--- src/rtl/mem_ctrl_pkg.sv ---
// rtl/mem_ctrl_pkg.sv - shared types and constants for the memory access controller
package mem_ctrl_pkg;

  typedef enum logic [1:0] {
    IDLE       = 2'd0,
    READ_WAIT  = 2'd1,
    WRITE_WAIT = 2'd2,
    DONE       = 2'd3
  } state_t;

  typedef enum logic {
    OP_READ  = 1'b0,
    OP_WRITE = 1'b1
  } op_t;

  // Highest populated RAM word; used only by the optional address range check
  localparam int unsigned MEM_TOP = 32'h0000_00FF;

  localparam int READ_LATENCY_DEF  = 2;
  localparam int WRITE_LATENCY_DEF = 1;

  function automatic int max_lat(input int a, input int b);
    return (a > b) ? a : b;
  endfunction

endpackage

--- src/rtl/mem_wait_counter.sv ---
// rtl/mem_wait_counter.sv - loadable down-counter with zero flag for access latency
module mem_wait_counter #(
  parameter int CNT_W = 2
) (
  input  logic             clock,
  input  logic             clear_n,
  input  logic             load,
  input  logic [CNT_W-1:0] load_val,
  input  logic             dec,
  output logic             zero
);

  logic [CNT_W-1:0] cnt_q;
  logic [CNT_W-1:0] cnt_d;

  // Reload wins over decrement; counting stops at zero instead of wrapping
  always_comb begin
    cnt_d = cnt_q;
    if (load) begin
      cnt_d = load_val;
    end else if (dec && (cnt_q != '0)) begin
      cnt_d = cnt_q - 1'b1;
    end
  end

  // Count register
  always_ff @(posedge clock or negedge clear_n) begin
    if (!clear_n) begin
      cnt_q <= '0;
    end else begin
      cnt_q <= cnt_d;
    end
  end

  assign zero = (cnt_q == '0);

endmodule

--- src/rtl/mem_access_ctrl.sv ---
// rtl/mem_access_ctrl.sv - MAR/MDR to synchronous RAM sequencer; optional MEM_CTRL_ADDR_RANGE_CHECK_EN
module mem_access_ctrl
  import mem_ctrl_pkg::*;
#(
  parameter int DATA_WIDTH    = 32,
  parameter int ADDR_WIDTH    = 9,
  parameter int READ_LATENCY  = READ_LATENCY_DEF,
  parameter int WRITE_LATENCY = WRITE_LATENCY_DEF
) (
  input  logic                  clock,
  input  logic                  clear_n,
  input  logic                  req_read,
  input  logic                  req_write,
  input  logic [ADDR_WIDTH-1:0] mar_addr,
  input  logic [DATA_WIDTH-1:0] mdr_wdata,
  output logic [DATA_WIDTH-1:0] mem_rdata,
  output logic                  mdr_load,
  output logic                  busy,
  output logic                  done,
  output logic [ADDR_WIDTH-1:0] ram_addr,
  output logic [DATA_WIDTH-1:0] ram_wdata,
  output logic                  ram_re,
  output logic                  ram_we,
  input  logic [DATA_WIDTH-1:0] ram_rdata,
  output logic                  fault
);

  localparam int MAX_LAT = max_lat(READ_LATENCY, WRITE_LATENCY);
  localparam int CNT_W   = $clog2(MAX_LAT) + 1;

  state_t                state_q;
  logic [ADDR_WIDTH-1:0] addr_q;
  logic [DATA_WIDTH-1:0] wdata_q;
  logic [DATA_WIDTH-1:0] rdata_q;
  logic                  ram_re_q;
  logic                  ram_we_q;
  logic                  busy_q;
  logic                  done_q;
  logic                  mdr_load_q;

  logic                  accept;
  op_t                   req_op;
  logic                  addr_bad;
  logic [CNT_W-1:0]      cnt_load_val;
  logic                  cnt_dec;
  logic                  cnt_zero;

  // Read has priority when both requests are raised together
  assign accept       = (state_q == IDLE) && (req_read || req_write);
  assign req_op       = req_read ? OP_READ : OP_WRITE;
  assign cnt_load_val = (req_op == OP_READ) ? CNT_W'(READ_LATENCY - 1)
                                            : CNT_W'(WRITE_LATENCY - 1);
  assign cnt_dec      = (state_q == READ_WAIT) || (state_q == WRITE_WAIT);

`ifdef MEM_CTRL_ADDR_RANGE_CHECK_EN
  logic fault_q;

  assign addr_bad = (32'(mar_addr) > MEM_TOP);

  // Sticky out-of-range flag, cleared only by reset
  always_ff @(posedge clock or negedge clear_n) begin
    if (!clear_n) begin
      fault_q <= 1'b0;
    end else if (accept && addr_bad) begin
      fault_q <= 1'b1;
    end
  end

  assign fault = fault_q;
`else
  assign addr_bad = 1'b0;
  assign fault    = 1'b0;
`endif

  mem_wait_counter #(
    .CNT_W (CNT_W)
  ) u_wait_cnt (
    .clock    (clock),
    .clear_n  (clear_n),
    .load     (accept),
    .load_val (cnt_load_val),
    .dec      (cnt_dec),
    .zero     (cnt_zero)
  );

  // Sequence one access: accept in IDLE, hold the RAM strobe for the latency, pulse done
  always_ff @(posedge clock or negedge clear_n) begin
    if (!clear_n) begin
      state_q    <= IDLE;
      addr_q     <= '0;
      wdata_q    <= '0;
      rdata_q    <= '0;
      ram_re_q   <= 1'b0;
      ram_we_q   <= 1'b0;
      busy_q     <= 1'b0;
      done_q     <= 1'b0;
      mdr_load_q <= 1'b0;
    end else begin
      done_q     <= 1'b0;
      mdr_load_q <= 1'b0;
      case (state_q)
        IDLE: begin
          if (accept) begin
            addr_q <= mar_addr;
            if (req_op == OP_WRITE) begin
              wdata_q <= mdr_wdata;
            end
            if (addr_bad) begin
              state_q <= DONE;
              done_q  <= 1'b1;
            end else if (req_op == OP_READ) begin
              state_q  <= READ_WAIT;
              ram_re_q <= 1'b1;
              busy_q   <= 1'b1;
            end else begin
              state_q  <= WRITE_WAIT;
              ram_we_q <= 1'b1;
              busy_q   <= 1'b1;
            end
          end
        end
        READ_WAIT: begin
          if (cnt_zero) begin
            rdata_q    <= ram_rdata;
            ram_re_q   <= 1'b0;
            busy_q     <= 1'b0;
            done_q     <= 1'b1;
            mdr_load_q <= 1'b1;
            state_q    <= DONE;
          end
        end
        WRITE_WAIT: begin
          if (cnt_zero) begin
            ram_we_q <= 1'b0;
            busy_q   <= 1'b0;
            done_q   <= 1'b1;
            state_q  <= DONE;
          end
        end
        DONE: begin
          state_q <= IDLE;
        end
        default: begin
          state_q <= IDLE;
        end
      endcase
    end
  end

  assign mem_rdata = rdata_q;
  assign mdr_load  = mdr_load_q;
  assign busy      = busy_q;
  assign done      = done_q;
  assign ram_addr  = addr_q;
  assign ram_wdata = wdata_q;
  assign ram_re    = ram_re_q;
  assign ram_we    = ram_we_q;

endmodule

--- config.mk ---
export PLATFORM = sky130hd
export DESIGN_NAME = mem_access_ctrl
export DESIGN_NICKNAME = d
export VERILOG_FILES = /design/src/rtl/mem_ctrl_pkg.sv /design/src/rtl/mem_wait_counter.sv /design/src/rtl/mem_access_ctrl.sv
export SDC_FILE = /design/constraint.sdc
export NUM_CORES = 1
export LEC_CHECK = 0
export BUFFER_PORTS_ARGS = -buffer_cell sky130_fd_sc_hd__buf_4
export CORE_MARGIN = 5
export CORE_UTILIZATION = 47
export CTS_CLUSTER_SIZE = 16
export DETAILED_ROUTE_END_ITERATION = 10
export PLACE_DENSITY = 0.81
export SLEW_MARGIN = 20
export SYNTH_ARGS = -nofsm -noshare
export SYNTH_HDL_FRONTEND = slang
export SYNTH_SLANG_ARGS = --single-unit
--- constraint.sdc ---
create_clock -name clock -period 2.3 [get_ports clock]
set_input_delay 0.115 -clock clock [delete_from_list [all_inputs] [get_ports clock]]
set_output_delay 0.115 -clock clock [all_outputs]
set_load 0.01 [all_outputs]
# Word level (Yosys, flattened, before mapping)
# Cells that the tools add are included.
# op_classes
n_reduce_logical,19
n_bitwise,1
n_mux,19
n_addsub,1
eq_ne,9
# op_table
op,count
two-way mux 1 bit,10
two-way mux 2 bit,5
"inequality test 2 bit, second input constant",5
nonzero test 2 bit,5
AND reduction 4 bit,2
case mux 1 bit (2 select lines),3
case mux 2 bit (3 select lines),1
AND reduction 2 bit,3
AND reduction 3 bit,2
"equality test 2 bit, second input constant",2
zero test 2 bit,2
"equality test 2 x 1 -> 1 bit, second input constant",1
logical AND 1 bit,2
logical OR 1 bit,2
"inequality test 2 x 1 -> 1 bit, second input constant",1
OR reduction 2 bit,1
"subtractor 2 x 1 -> 2 bit, second input constant",1
NOT 1 bit,1
# totals
inputBits,77
reg_bits,82
out_inout_bits,79
wordCells,59

# Longest topological paths before layout
# logic_depth
depth_word,5
ltp_mapped,7

# Modules after synthesis
# From an unflattened synthesis, not the netlist that was laid out.
# unflattened
hier_cells,217
area_unflattened_um2,3345.7
# modules_own_cells
mod,cells_per_inst,area_each_um2,seq_area_each_um2,n_inst
mem_access_ctrl,204,3214.3,2001.9,1
mem_wait_counter,13,131.4,50.0,1

# Worst setup path after synthesis
# No wires, ideal clock.
# synth_path
path_type,flip-flop to flip-flop
from,register state_q[0]
to,register wdata_q[0] (netlist: ram_wdata[0])
setup_ns,0.125
t_arrival_ns,1.472
setup_slack_ns,0.703
path_stages_with_launch,8
period_less_slack_ns,1.597
cell_sequence,dfrtp_1 > inv_1 > ha_1 > nand2_2 > or2_1 > buf_6 > buf_12 > mux2_4
# synth_between
elab_chain_cells,3
# synth_lines
item,line_no,source
"start, declared",mem_access_ctrl.sv:31,state_t state_q;
"start signal, assigned",mem_access_ctrl.sv:89,state_q <= IDLE;
"start signal, assigned",mem_access_ctrl.sv:109,state_q <= DONE;
"start signal, assigned",mem_access_ctrl.sv:112,state_q <= READ_WAIT;
zero test 2 bit *,"mem_access_ctrl.sv:49, mem_access_ctrl.sv:101",
logical AND 1 bit,mem_access_ctrl.sv:49,assign accept = (state_q == IDLE) && (req_read || req_write);
AND reduction 3 bit (no source line) *,--,
"end signal, assigned",mem_access_ctrl.sv:106,wdata_q <= mdr_wdata;
"end, declared",mem_access_ctrl.sv:33,logic [DATA_WIDTH-1:0] wdata_q;
# Every way passes the cells marked *; elsewhere a longest branch is shown, timed or not.
# A chain may end at the register's enable or synchronous reset.

# Final worst setup path
# layout_path
from,register u_wait_cnt.cnt_q[0]
to,register rdata_q[16] (netlist: mem_rdata[16])
# layout_between
elab_chain_cells,2
# layout_lines
item,line_no,source
"start, declared",mem_wait_counter.sv:13,logic [CNT_W-1:0] cnt_q;
"start signal, assigned",mem_wait_counter.sv:31,cnt_q <= cnt_d;
zero test 2 bit,mem_wait_counter.sv:35,assign zero = (cnt_q == '0);
AND reduction 2 bit (no source line),--,
"end signal, assigned",mem_access_ctrl.sv:124,rdata_q <= ram_rdata;
"end, declared",mem_access_ctrl.sv:34,logic [DATA_WIDTH-1:0] rdata_q;
# No other way between the ends.

==> impl_metrics.env <==
export IMPL_status="finished clean"
export IMPL_grt_usage=0.207
export IMPL_die_height_um=95.2
export IMPL_fp_dieW_um=95.2
export IMPL_grt_max_degree=35
export IMPL_netlist_instances=212
export IMPL_layout_drive_gt1_share=0.572
export IMPL_ff2ff_setup_slack_ns=0.56
export IMPL_die_area_um2=9060
export IMPL_r2r_start="u_wait_cnt.cnt_q[0]"
export IMPL_syn_to_final_growth_pct=60.1
export IMPL_critPathRequiredTime_ns=2.52
export IMPL_p_leak_nw=2.72
export IMPL_r2r_end="mem_rdata[16]"
export IMPL_yosys_top_cells_count="82 x dfrtp_1, 44 x mux2_2, 30 x mux2_4"
export IMPL_skew_ns=0.0142
export IMPL_power_density_nw_per_um2=1300
export IMPL_yosysSeqAreaShare=0.602
export IMPL_critPathKind="flop to flop"
export IMPL_vias=2574
export IMPL_min_period_ns=1.74
export IMPL_clk_pin_slew_worst_paths_ns=0.09
export IMPL_cts_tree="done"
export IMPL_place_area_um2=4630
export IMPL_grt_pass1_wl_um=14300
export IMPL_nNetsFinal=515
export IMPL_ys_ff_latch=82
export IMPL_cp_arrival_ns=1.96
export IMPL_coreArea_um2=7180
export IMPL_avgSynthCellArea_um2=16.1
export IMPL_maxCapViolCount=0
export IMPL_clockBufferDepth=2
export IMPL_min_from="mar_addr[5]"
export IMPL_fmax_ghz=0.575
export IMPL_finalSetupViolCount=0
export IMPL_worstPathMaxFanout=34
export IMPL_cts_buffers=9
export IMPL_first_pass_iters=4
export IMPL_port_buffers=154
export IMPL_num_rows=31
export IMPL_worstHoldPathCells=2
export IMPL_finalCritPeriodShare=0.756
export IMPL_clk_latency_ns=0.34
export IMPL_synth_most_common_cell="dfrtp_1"
export IMPL_synth_area_leaders="dfrtp_1 60%, mux2_2 15%, mux2_4 13%"
export IMPL_rsz0062_at_grt="no"
export IMPL_whs_ns=0.0149
export IMPL_final_hold_violation_count=0
export IMPL_setup_tns_ns=0
export IMPL_wl_um=9490
export IMPL_hold_path_endpoint="ram_addr[5]"
export IMPL_diodes=0
export IMPL_place_gp_congestion=0.689
export IMPL_synth_top_area_cell="dfrtp_1"
export IMPL_yosysTopAreaCellShare=0.602
export IMPL_start_util=0.475
export IMPL_antenna_left=0
export IMPL_startpoint_type="flop"
export IMPL_grt_pass1_vias=2778
export IMPL_antenna_found_initial=0
export IMPL_multi_input_area_um2=1210
export IMPL_dp_slack_ns=0.583
export IMPL_synth_cell_types=29
export IMPL_initialDrtViolationCount=63
export IMPL_async_flop_share=1.00
export IMPL_rr_worst_depth=5
export IMPL_critPathCaptureType="flop"
export IMPL_seqCellArea_um2=2050
export IMPL_finalInstanceArea_um2=5460
export IMPL_num_fill_cells=402
export IMPL_syn_nets=294
export IMPL_hpwl_um=5940
export IMPL_peakVddDrop_v=0.000728
export IMPL_setup_ws_ns=0.560
export IMPL_ys_flop_type="dfrtp_1"
export IMPL_h_tree_depth=3
export IMPL_cts_root_buffer="clkbuf_8"
export IMPL_cts_sinks=82
export IMPL_num_io_pins=156
export IMPL_drv_slew=0
export IMPL_synth_edf_count=0
export IMPL_ys_warn_count=0
export IMPL_viasPerCell=4.80
export IMPL_post_drt_wl_per_cell_um=17.7
export IMPL_gr_total_overflow=0
export IMPL_drc=0
export IMPL_postCtsSetupBuffers=0
export IMPL_syn_area_um2=3410
export IMPL_hold_class="primary input to flop"
## routing by layer
layer | GRT usage | wire length, um
met4 | 0.0841 | 234
met5 | 0 | 0
met1 | 0.245 | 3650
met3 | 0.0781 | 882
met2 | 0.341 | 4720
## kinds of logic (layout without fill, tap and decap cells)
group	count (synthesis)	in the layout	synth area share
other	1	1	0.00110
and+or+nand+nor	13	13	0.0209
xor gates and xnor gates	1	1	0.00257
buffers and inverters	20	245	0.0422
adders and majority gates	5	5	0.0183
muxes	76	76	0.283
AOI/OAI and AO/OA	14	14	0.0297
DFF	82	82	0.602
## placed cells by master, fill, tap and decap left out, types with 3 or more instances in the layout
cell type | netlist | routed
dlygate4sd3_1 | 0 | 62
o21ai_0 | 3 | 3
mux2_4 | 30 | 30
nor2b_1 | 3 | 3
inv_1 | 9 | 9
nand2_1 | 3 | 3
buf_4 | 2 | 158
a21oi_1 | 3 | 3
mux2_2 | 44 | 44
clkbuf_8 | 0 | 9
ha_1 | 5 | 5
dfrtp_1 | 82 | 82
## stage by stage
step | utilization | total power, mW | std cells
final | 0.761 | 7.08 | 536
after detailed placement | 0.645 | 5.87 | 459
after global routing | 0.761 | 7.50 | 536
after floorplan | - | 4.34 | 212
after CTS | 0.749 | 7.05 | 528
after global placement | 0.645 | 5.73 | 459
## worst max-delay path by stage
stage	from	end	slack (ns)	cells after the start
after global routing	u_wait_cnt.cnt_q[0]	mem_rdata[16]	0.47	5
after detailed placement	state_q[0]	ram_wdata[29]	0.58	6
final	u_wait_cnt.cnt_q[0]	mem_rdata[16]	0.56	5
after global placement	u_wait_cnt.cnt_q[0]	mem_rdata[30]	0.62	5
after floorplan	state_q[0]	ram_wdata[0]	0.70	7
after CTS	u_wait_cnt.cnt_q[0]	mem_rdata[18]	0.57	5
## flip-flops by register name (all words and copies together), names as in the netlist
name              flops
done                  1
ram_re                1
mem_rdata            32
ram_addr              9
busy                  1
state_q               2
ram_wdata            32
ram_we                1
u_wait_cnt.cnt_q      2
mdr_load              1
## final cells by class
cell class	count	area share
Clock inverter	5	0.0147
Sequential cell	82	0.376
Multi-Input combinational cell	110	0.222
Clock buffer	10	0.0234
Inverter	9	0.00619
Timing Repair Buffer	221	0.335
Tap cell	99	0.0227
## power breakdown
part           leakage, nW  switching [mW]  internal (mW)
Sequential           0.967           0.435           2.18
Clock               0.0984           0.497          0.604
Combinational         1.65            1.35           2.01
## timing repair
| item | 4_1_cts | 5_1_grt |
|---|---|---|
| endpoints found under the hold margin | 84 | 8 |
| hold buffers | 54 | 8 |
| resized for setup | 0 | 0 |
| setup endpoints to repair | 0 | 0 |
## critical path: stages (launching register included)
cell     delay (ns)
dfrtp_1        0.40
inv_1          0.06
ha_1           0.27
nand2_1        0.10
buf_4          0.38
mux2_2         0.40
(Power assumes the default switching activity.)
